## config.mk

```make
export PLATFORM = sky130hd
export DESIGN_NAME = led_sequencer_flat
export DESIGN_NICKNAME = d
export VERILOG_FILES = /design/src/rtl/led_seq_pkg.sv /design/src/rtl/led_sequencer_if.sv /design/src/rtl/led_sequencer_key_debounce.sv /design/src/rtl/led_sequencer.sv /design/src/flat_wrapper.sv
export SDC_FILE = /design/constraint.sdc
export NUM_CORES = 1
export LEC_CHECK = 0
export CAP_MARGIN = 20
export CORE_AREA = 2 2 90 158
export CTS_CLUSTER_SIZE = 8
export DETAILED_ROUTE_END_ITERATION = 16
export DIE_AREA = 0 0 92 160
export PLACE_DENSITY = 0.55
export SETUP_SLACK_MARGIN = 0.4
export SLEW_MARGIN = 10
export SYNTH_ARGS = -nofsm -noshare
export SYNTH_HDL_FRONTEND = slang
export SYNTH_HIERARCHICAL = 1
export SYNTH_SLANG_ARGS = --single-unit
```

## constraint.sdc

```tcl
create_clock -name CLOCK_50 -period 2.75 [get_ports CLOCK_50]
set_input_delay 0.4125 -clock CLOCK_50 [delete_from_list [all_inputs] [get_ports CLOCK_50]]
set_output_delay 0.4125 -clock CLOCK_50 [all_outputs]
set_load 0.01 [all_outputs]
```

## src/rtl/led_seq_pkg.sv

```systemverilog
// Shared encodings for the LED sequencer: pattern modes, speed index width,
// scan direction and run/pause control states.
package led_seq_pkg;

  typedef enum logic [1:0] {
    MODE_MIRROR = 2'd0,
    MODE_COUNT  = 2'd1,
    MODE_SCAN   = 2'd2,
    MODE_FILL   = 2'd3
  } mode_e;

  localparam int SPEED_W = 2;

  typedef enum logic {
    DIR_UP   = 1'b0,
    DIR_DOWN = 1'b1
  } dir_e;

  typedef enum logic {
    ST_RUN   = 1'b0,
    ST_PAUSE = 1'b1
  } ctrl_state_e;

endpackage

```

## src/rtl/led_sequencer_if.sv

```systemverilog
// Board-side pin bundle of the LED sequencer: keys and switches in, LED bank
// and debug status out.
interface led_sequencer_if #(
  parameter int NUM_LEDS = 8,
  parameter int NUM_KEYS = 2,
  parameter int NUM_SW   = 4
);
  logic [NUM_KEYS-1:0] KEY;
  logic [NUM_SW-1:0]   SW;
  logic [NUM_LEDS-1:0] LED;
  logic [1:0]          MODE;
  logic                RUNNING;

  modport master (output KEY, SW, input LED, MODE, RUNNING);
  modport slave  (input KEY, SW, output LED, MODE, RUNNING);
endinterface

```

## src/rtl/led_sequencer_key_debounce.sv

```systemverilog
// One active-low push key: 2-flop synchroniser, stability counter and a
// single-cycle press pulse on the debounced 1->0 transition.
module key_debounce #(
  parameter int DEBOUNCE_CYCLES = 500000
) (
  input  logic clk,
  input  logic srst,
  input  logic key_n,
  output logic press
);
  localparam int CNT_W = $clog2(DEBOUNCE_CYCLES + 1);
  localparam logic [CNT_W-1:0] CNT_LAST = CNT_W'(DEBOUNCE_CYCLES - 1);

  logic             sync1_reg;
  logic             sync2_reg;
  logic             level_reg;
  logic             press_reg;
  logic [CNT_W-1:0] cnt_reg;

  always_ff @(posedge clk) begin
    if (srst) begin
      sync1_reg <= 1'b1;
      sync2_reg <= 1'b1;
      level_reg <= 1'b1;
      press_reg <= 1'b0;
      cnt_reg   <= '0;
    end else begin
      sync1_reg <= key_n;
      sync2_reg <= sync1_reg;
      press_reg <= 1'b0;
      if (sync2_reg == level_reg) begin
        cnt_reg <= '0;
      end else if (cnt_reg == CNT_LAST) begin
        // Level flips; a press is only the released-to-pressed direction.
        level_reg <= sync2_reg;
        press_reg <= level_reg;
        cnt_reg   <= '0;
      end else begin
        cnt_reg <= cnt_reg + CNT_W'(1);
      end
    end
  end

  assign press = press_reg;
endmodule

```

## src/rtl/led_sequencer.sv

```systemverilog
// LED pattern engine: debounced keys drive run/pause, single-step and speed;
// synced switches pick the pattern mode and LED inversion.
module led_sequencer
  import led_seq_pkg::*;
#(
  parameter int NUM_LEDS        = 8,
  parameter int NUM_KEYS        = 2,
  parameter int NUM_SW          = 4,
  parameter int DEBOUNCE_CYCLES = 500000,
  parameter int TICK_CYCLES     = 12500000
) (
  input logic            CLOCK_50,
  input logic            RESET,
  led_sequencer_if.slave bus
);
  localparam int PRESC_W = $clog2(TICK_CYCLES * 8 + 1);
  localparam logic [PRESC_W-1:0] TICK_BASE = PRESC_W'(TICK_CYCLES);

  logic [NUM_KEYS-1:0] key_press;
  logic                unused_keys;

  for (genvar gi = 0; gi < NUM_KEYS; gi++) begin : g_key
    key_debounce #(
      .DEBOUNCE_CYCLES(DEBOUNCE_CYCLES)
    ) u_key_debounce (
      .clk   (CLOCK_50),
      .srst  (RESET),
      .key_n (bus.KEY[gi]),
      .press (key_press[gi])
    );
  end

  // Keys beyond KEY[1] are debounced but have no function.
  assign unused_keys = ^key_press;

  logic [NUM_SW-1:0] sw_sync1_reg;
  logic [NUM_SW-1:0] sw_sync2_reg;

  always_ff @(posedge CLOCK_50) begin
    if (RESET) begin
      sw_sync1_reg <= '0;
      sw_sync2_reg <= '0;
    end else begin
      sw_sync1_reg <= bus.SW;
      sw_sync2_reg <= sw_sync1_reg;
    end
  end

  ctrl_state_e          state_reg, state_next;
  logic [SPEED_W-1:0]   speed_reg, speed_next;
  logic [PRESC_W-1:0]   presc_reg, presc_next;
  logic [PRESC_W-1:0]   period;
  logic                 step;

  assign period = TICK_BASE << speed_reg;

  always_ff @(posedge CLOCK_50) begin
    if (RESET) begin
      state_reg <= ST_RUN;
      speed_reg <= '0;
      presc_reg <= '0;
    end else begin
      state_reg <= state_next;
      speed_reg <= speed_next;
      presc_reg <= presc_next;
    end
  end

  always_comb begin
    state_next = state_reg;
    speed_next = speed_reg;
    presc_next = presc_reg + PRESC_W'(1);
    step       = 1'b0;
    if (key_press[0]) begin
      state_next = (state_reg == ST_RUN) ? ST_PAUSE : ST_RUN;
    end
    if (state_reg == ST_RUN) begin
      // A speed change beats a coincident tick and restarts the period.
      if (key_press[1]) begin
        speed_next = speed_reg + SPEED_W'(1);
        presc_next = '0;
      end else if (presc_reg == period - PRESC_W'(1)) begin
        presc_next = '0;
        step       = 1'b1;
      end
      if (key_press[0]) begin
        presc_next = '0;
      end
    end else begin
      presc_next = '0;
      step       = key_press[1];
    end
  end

  mode_e               mode_reg;
  mode_e               new_mode;
  logic                mode_change;
  dir_e                dir_reg, dir_next;
  logic [NUM_LEDS-1:0] pattern_reg, pattern_next;
  logic [NUM_LEDS-1:0] sw_pattern;
  logic [NUM_LEDS-1:0] scan_up;
  logic [NUM_LEDS-1:0] scan_down;
  logic [NUM_LEDS-1:0] led_reg;

  assign new_mode    = mode_e'(sw_sync2_reg[1:0]);
  assign mode_change = (new_mode != mode_reg);
  assign sw_pattern  = NUM_LEDS'(sw_sync2_reg);
  assign scan_up     = pattern_reg << 1;
  assign scan_down   = pattern_reg >> 1;

  always_comb begin
    pattern_next = pattern_reg;
    dir_next     = dir_reg;
    if (mode_change) begin
      // Reload for the new mode; any step this cycle is dropped.
      dir_next = DIR_UP;
      case (new_mode)
        MODE_MIRROR: pattern_next = sw_pattern;
        MODE_COUNT:  pattern_next = '0;
        MODE_SCAN:   pattern_next = NUM_LEDS'(1);
        MODE_FILL:   pattern_next = '0;
        default:     pattern_next = '0;
      endcase
    end else begin
      case (mode_reg)
        MODE_MIRROR: pattern_next = sw_pattern;
        MODE_COUNT: begin
          if (step) begin
            pattern_next = sw_sync2_reg[2] ? pattern_reg - NUM_LEDS'(1)
                                           : pattern_reg + NUM_LEDS'(1);
          end
        end
        MODE_SCAN: begin
          if (step && NUM_LEDS > 1) begin
            if (dir_reg == DIR_UP) begin
              pattern_next = scan_up;
              dir_next     = scan_up[NUM_LEDS-1] ? DIR_DOWN : DIR_UP;
            end else begin
              pattern_next = scan_down;
              dir_next     = scan_down[0] ? DIR_UP : DIR_DOWN;
            end
          end
        end
        MODE_FILL: begin
          if (step) begin
            pattern_next = (&pattern_reg) ? '0 : ((pattern_reg << 1) | NUM_LEDS'(1));
          end
        end
        default: pattern_next = pattern_reg;
      endcase
    end
  end

  always_ff @(posedge CLOCK_50) begin
    if (RESET) begin
      mode_reg    <= MODE_MIRROR;
      dir_reg     <= DIR_UP;
      pattern_reg <= '0;
      led_reg     <= '0;
    end else begin
      mode_reg    <= new_mode;
      dir_reg     <= dir_next;
      pattern_reg <= pattern_next;
      led_reg     <= pattern_reg ^ {NUM_LEDS{sw_sync2_reg[3]}};
    end
  end

  assign bus.LED     = led_reg;
  assign bus.MODE    = mode_reg;
  assign bus.RUNNING = (state_reg == ST_RUN);
endmodule

```

## src/flat_wrapper.sv

```systemverilog
// flat-port wrapper written by rule: the top's interface ports become plain ports
module led_sequencer_flat import led_seq_pkg::*;
#(
  parameter int NUM_LEDS        = 8,
  parameter int NUM_KEYS        = 2,
  parameter int NUM_SW          = 4,
  parameter int DEBOUNCE_CYCLES = 500000,
  parameter int TICK_CYCLES     = 12500000
)
  (CLOCK_50, RESET, bus_KEY, bus_SW, bus_LED, bus_MODE, bus_RUNNING);
  led_sequencer_if #(.NUM_LEDS(NUM_LEDS), .NUM_KEYS(NUM_KEYS), .NUM_SW(NUM_SW)) bus_i ();
  input logic CLOCK_50;
  input logic RESET;
  input wire logic [$bits(bus_i.KEY)-1:0] bus_KEY;
  input wire logic [$bits(bus_i.SW)-1:0] bus_SW;
  output wire logic [$bits(bus_i.LED)-1:0] bus_LED;
  output wire logic [$bits(bus_i.MODE)-1:0] bus_MODE;
  output wire logic [$bits(bus_i.RUNNING)-1:0] bus_RUNNING;
  assign bus_i.KEY = bus_KEY;
  assign bus_i.SW = bus_SW;
  assign bus_LED = bus_i.LED;
  assign bus_MODE = bus_i.MODE;
  assign bus_RUNNING = bus_i.RUNNING;
  led_sequencer #(.NUM_LEDS(NUM_LEDS), .NUM_KEYS(NUM_KEYS), .NUM_SW(NUM_SW), .DEBOUNCE_CYCLES(DEBOUNCE_CYCLES), .TICK_CYCLES(TICK_CYCLES)) u_core (.CLOCK_50(CLOCK_50), .RESET(RESET), .bus(bus_i));
endmodule
```

Word level (Yosys, flattened, before mapping). Index checks and enable logic that the tools add are counted.

Reductions and logical operators: 15. Bitwise logic cells: 6. Multiplexer cells: 16. Eq/ne operators: 15. Shift-type cells: 1. Add/subtract/negate cells: 7.

Operators by type and width (count): 8-bit 2-to-1 mux (7); 19-bit by 1-bit adder with 19-bit output, second input constant (2); 19-bit equality test, second input constant (2); 8-bit one-hot mux with 4 select lines (1); 27-bit by 1-bit adder with 27-bit output, second input constant (1); 27-bit equality test (1); 24-bit by 2-bit << shifter with 27-bit output, first input constant (1); 27-bit by 1-bit subtractor with 27-bit output, second input constant (1); 8-bit one-hot mux with 3 select lines (1); 3-bit OR reduction (4); 3-bit by 1-bit inequality test with 1-bit output, second input constant (3); 8-bit by 1-bit adder with 8-bit output, second input constant (1); 2-bit equality test, second input constant (4); 2-bit AND reduction (4); 8-bit AND reduction (1); 8-bit by 1-bit subtractor with 8-bit output, second input constant (1); 8-bit XOR (1); 1-bit 2-to-1 mux (7); 1-bit inverter (5); 5-bit OR reduction (1); 2-bit by 1-bit equality test with 1-bit output, second input constant (2); 2-bit zero test (2); 2-bit OR reduction (2); 3-bit AND reduction (1); 3 further kinds (4).

Logic and storage cells: 79. Output and inout bits: 11. Flip-flop bits (word level): 103.

Longest topological paths before layout.
Word-level depth: 9. Depth in mapped cells: 12. Depth with buffers taken out: 10.

By module. Netlist, hierarchy kept.

Modules (own cells, without submodules): led_sequencer (cells an instance 373, sequential area each 1141.1 µm², area an instance 3251.9 µm², times used 1); key_debounce (cells an instance 111, sequential area each 460.4 µm², area an instance 1017.2 µm², times used 2).

Worst setup path after synthesis. OpenSTA, ideal clock, no wires.

Path kind: reg2reg. Start point: reg u_core.speed_reg[0]. End point: reg u_core.pattern_reg[0]. Setup slack: 0.291 ns. Data arrival time: 2.336 ns. Cell stages (with the launch flop): 11. Path buffers: 0. Setup time: 0.123 ns. Required time: 2.627 ns. Path through: dfxtp_1 > inv_1 > ha_1 > inv_1 > ha_1 > xnor2_1 > nor4_1 > o2111ai_2 > o41ai_4 > nor2_2 > mux2_1.

Cells in the longest elaborated chain, start to end: 8. Elaborated cells between the ends (all ways): 10. Those cells by class: 1 x add/sub; 4 x eq/ne; 1 x shift; 3 x mux; 1 x reduce/logical.

Ends and longest elaborated chain: from (decl) (line led_sequencer.sv:50) `logic [SPEED_W-1:0] speed_reg, speed_next;`; from (signal assigned) (line led_sequencer.sv:64) `speed_reg <= speed_next;`; 24-bit by 2-bit << shifter with 27-bit output (*) (line led_sequencer.sv:55) `assign period = TICK_BASE << speed_reg;`; 27-bit by 1-bit subtractor with 27-bit output (*) (line led_sequencer.sv:82) `end else if (presc_reg == period - PRESC_W'(1)) begin`; 27-bit equality test (*) (line led_sequencer.sv:82); 1-bit 2-to-1 mux (*) (line led_sequencer.sv:82); 1-bit 2-to-1 mux (*) (line led_sequencer.sv:79) `if (key_press[1]) begin`; 1-bit 2-to-1 mux (*) (line led_sequencer.sv:77) `if (state_reg == ST_RUN) begin`; 3-bit by 1-bit inequality test with 1-bit output (no source line); 3-bit AND reduction (no source line) (*); to (signal assigned) (line led_sequencer.sv:163) `pattern_reg <= pattern_next;`; to (decl) (line led_sequencer.sv:99) `logic [NUM_LEDS-1:0] pattern_reg, pattern_next;`.

Every way passes the cells marked *; elsewhere a longest branch is shown, timed or not. A chain may end at the register's enable or synchronous reset.

Worst setup path after layout.
Start point: reg u_core.speed_reg[0]. End point: reg u_core.presc_reg[17].

Cells in the longest elaborated chain, start to end: 4.

Ends and longest elaborated chain: 24-bit by 2-bit << shifter with 27-bit output (line led_sequencer.sv:55); 27-bit by 1-bit subtractor with 27-bit output (line led_sequencer.sv:82); 27-bit equality test (line led_sequencer.sv:82); 5-bit OR reduction (no source line); to (signal assigned) (line led_sequencer.sv:65) `presc_reg <= presc_next;`; to (decl) (line led_sequencer.sv:51) `logic [PRESC_W-1:0] presc_reg, presc_next;`.

No other way between the ends.

==> flow_summary_export.csv <==
group,metric,value,unit
status,outcome,"complete, no violations",
layout,final_util,45.6,%
layout,largest_reg_flops,38,
power_and_ir_drop,p_leak,2.03,nW
power_and_ir_drop,pwr_density_cell,486,nW/um^2
detailed_routing,num_vias,4191,
synthesis,ys_top_cells_by_area,"dfxtp_1 (39%), xnor2_1 (8.6%), nor2_1 (7.1%)",
global_routing,grt_max_degree,40,
timing,max_freq,0.416,GHz
global_routing,gr-total-overflow,0,
detailed_routing,drt_pass1_iterations,5,
setup_path,path_class,"register to register",
setup_path,critPathLaunchType,"register",
synthesis,syn_inst,595,
layout,drive_gt1_share,12.8,%
timing,rsz0062_at_grt,"true",
placed_design,io_buffers,18,
global_routing,grt_pass1_vias,4095,
clocking,cts_hold_buf,0,
setup_path,required,3040,ps
die,die_h,160,um
setup_path,worstPathArrival,2700,ps
timing,slew_viol_final,0,
clocking,ctsRootBufferMaster,"clkbuf_16",
global_routing,grt_pass1_wl,18700,um
synthesis,synth.top_cells.by_count,"dfxtp_1 (103), nor2_1 (100), xnor2_1 (52), nand3_1 (26), xor2_1 (24)",
die,num_rows,57,
global_routing,top_usage_layer,"met2",
global_routing,grt_use_met2,29.4,%
synthesis,synth_area_per_cell,8.88,sq um
global_routing,gr-usage-met3,2.83,%
synthesis,netlist.area_leader.share,39.0,%
timing,finalHoldViolCount,0,
setup_path,cp_max_fo,13,
setup_path,critPathSlowestCell,"or4_4",
timing,setup_viol,0,
placed_design,place_congestion,0.941,
timing,tns,0,ps
synthesis,syn_area,5290,sq um
detailed_routing,wirelength,11300,um
clocking,cts_tree,"yes",
global_routing,antenna_found_initial,0,
job,drv_cap,0,
clocking,clkSinkCount,103,
timing,skew,7.30,ps
die,start_util,39.0,%
synthesis,yosysSeqAreaShare,39.0,%
power_and_ir_drop,ir_drop,281,uV
timing,min_period,2410,ps
layout,insertedDiodeCount,0,
synthesis,synth_edf_count,0,
detailed_routing,wl_per_cell,14.1,um
setup_path,slowest_delay,500,ps
timing,fin_hold_ws,412,ps
layout,nets,646,
setup_path,cp_top_family,"simple AND/OR/NAND/NOR gates",
detailed_routing,viasPerCell,5.23,
die,core,13600,sq um
synthesis,synth_seq_cells,103,
synthesis,synthArstFlopShare,0,%
die,pin_count,19,
synthesis,synth_ff_type,"dfxtp_1",
synthesis,yosysTopAreaCell,"dfxtp_1",
clocking,path_clk_slew,70,ps
global_routing,gr-usage-met1,16.8,%
global_routing,track_usage,15.6,%
placed_design,post-dp-hpwl,7970,um
min_path,min_path_type,"register to register",
synthesis,yosys_warnings,6,
clocking,cts_made_buffers,9,
timing,tightest_slew,647,ps
synthesis,syn_nets,622,
synthesis,synth_most_common_cell,"dfxtp_1",
clocking,clock_latency,360,ps
die,die_w,92,um
synthesis,yosysUniqueCellTypes,60,
detailed_routing,ant_nets,0,
timing,post-route-period-util,87.5,%
setup_path,critPathBufInv,3,
setup_path,endpoint_kind,"register",
timing,max_slew_margin,56.5,%
clocking,htreeDepth,3,
detailed_routing,route.detailed.drc,0,
layout,syn_to_final_growth,16.8,%
clocking,clock_path_buffers,2,
die,dieArea,14700,sq um
detailed_routing,dr.first_iter.drc_count,135,
setup_path,cp_cell_sequence,"inv_4, ha_4, buf_4, nor4bb_1, and4_2, xnor2_4, nor3_2, or4_4, clkbuf_16, nor2_1",
## stage by stage
step           instance area (sq um)  cells  setup slack, ps  total power [mW]
4_1_cts                         6010    794              375              3.03
6_report                        6170    801              344              3.00
2_1_floorplan                   5290    595              402              1.64
3_3_place_gp                    5600    771              149              1.68
3_5_place_dp                    5600    771             27.8              1.68
5_1_grt                         6170    801              275              3.11
## logic make-up after synthesis
| family | synth area share, % |
|---|---|
| simple gates | 27.8 |
| flops | 39.0 |
| xor+xnor | 13.1 |
| compound gates | 9.87 |
| buf+inv | 3.81 |
| fa+ha+maj | 4.64 |
| mux | 1.73 |
## layer usage
layer,up-vias,share of wire (%)
li1,2139,-
met1,1999,42
met2,41,54
met3,12,1.9
met4,0,2.1
met5,-,0
## what timing repair did
action	in CTS	in global routing
gates cloned	0	2
endpoints found under the setup margin	36	34
buffers inserted	7	5
pin swaps	1	6
resized for setup	11	24
## worst paths after layout
check | start | slack (ps) | to | cells past startpoint
min reg2reg | u_core/g_key[1].u_key_debounce/sync1_reg | 410 | u_core/g_key[1].u_key_debounce/sync2_reg | 1
min | u_core/g_key[1].u_key_debounce/sync1_reg | 410 | u_core/g_key[1].u_key_debounce/sync2_reg | 1
max | u_core/speed_reg[0] | 340 | u_core/presc_reg[17] | 10
max reg2reg | u_core/speed_reg[0] | 340 | u_core/presc_reg[17] | 10
## final cells by class
class                           instances  area (sq um)
Fill cell                            1344          7380
Sequential cell                       103          2070
Clock inverter                          7          86.3
Tap cell                              177           221
Inverter                               17          68.8
Clock buffer                            9           225
Timing Repair Buffer                   36           383
Multi-Input combinational cell        452          3120
## cells in the final DEF, fill, tap and decap left out, drive strengths merged, types with 3 or more instances in the layout
master,Yosys,routed
inv,17,21
o21ai,13,13
a222oi,3,3
o41ai,3,3
ha,18,18
nor3,13,13
nand2b,11,11
nand3,26,26
o31ai,3,3
nor2b,16,16
nand2,23,23
or4,8,8
o2111ai,3,3
or3b,4,4
and2,4,4
and3,9,9
buf,11,16
o22ai,5,5
clkbuf,12,11
mux2i,8,8
or2,6,6
dfxtp,103,103
xnor2,53,53
a21oi,17,17
nor4b,4,4
xor2,24,24
nor2,101,101
nand3b,4,4
and4,10,10
nor4,11,11
a22oi,3,3
clkdlybuf4s50,0,18
a211oi,6,6
nand4,22,22
## power by group
part	leakage, nW	switching [mW]	internal [mW]
Combinational	1.04	0.0622	0.0636
Clock	0.156	0.614	0.729
Sequential	0.836	0.0219	1.51
Total	2.03	0.698	2.30
(Power assumes the default switching activity.)
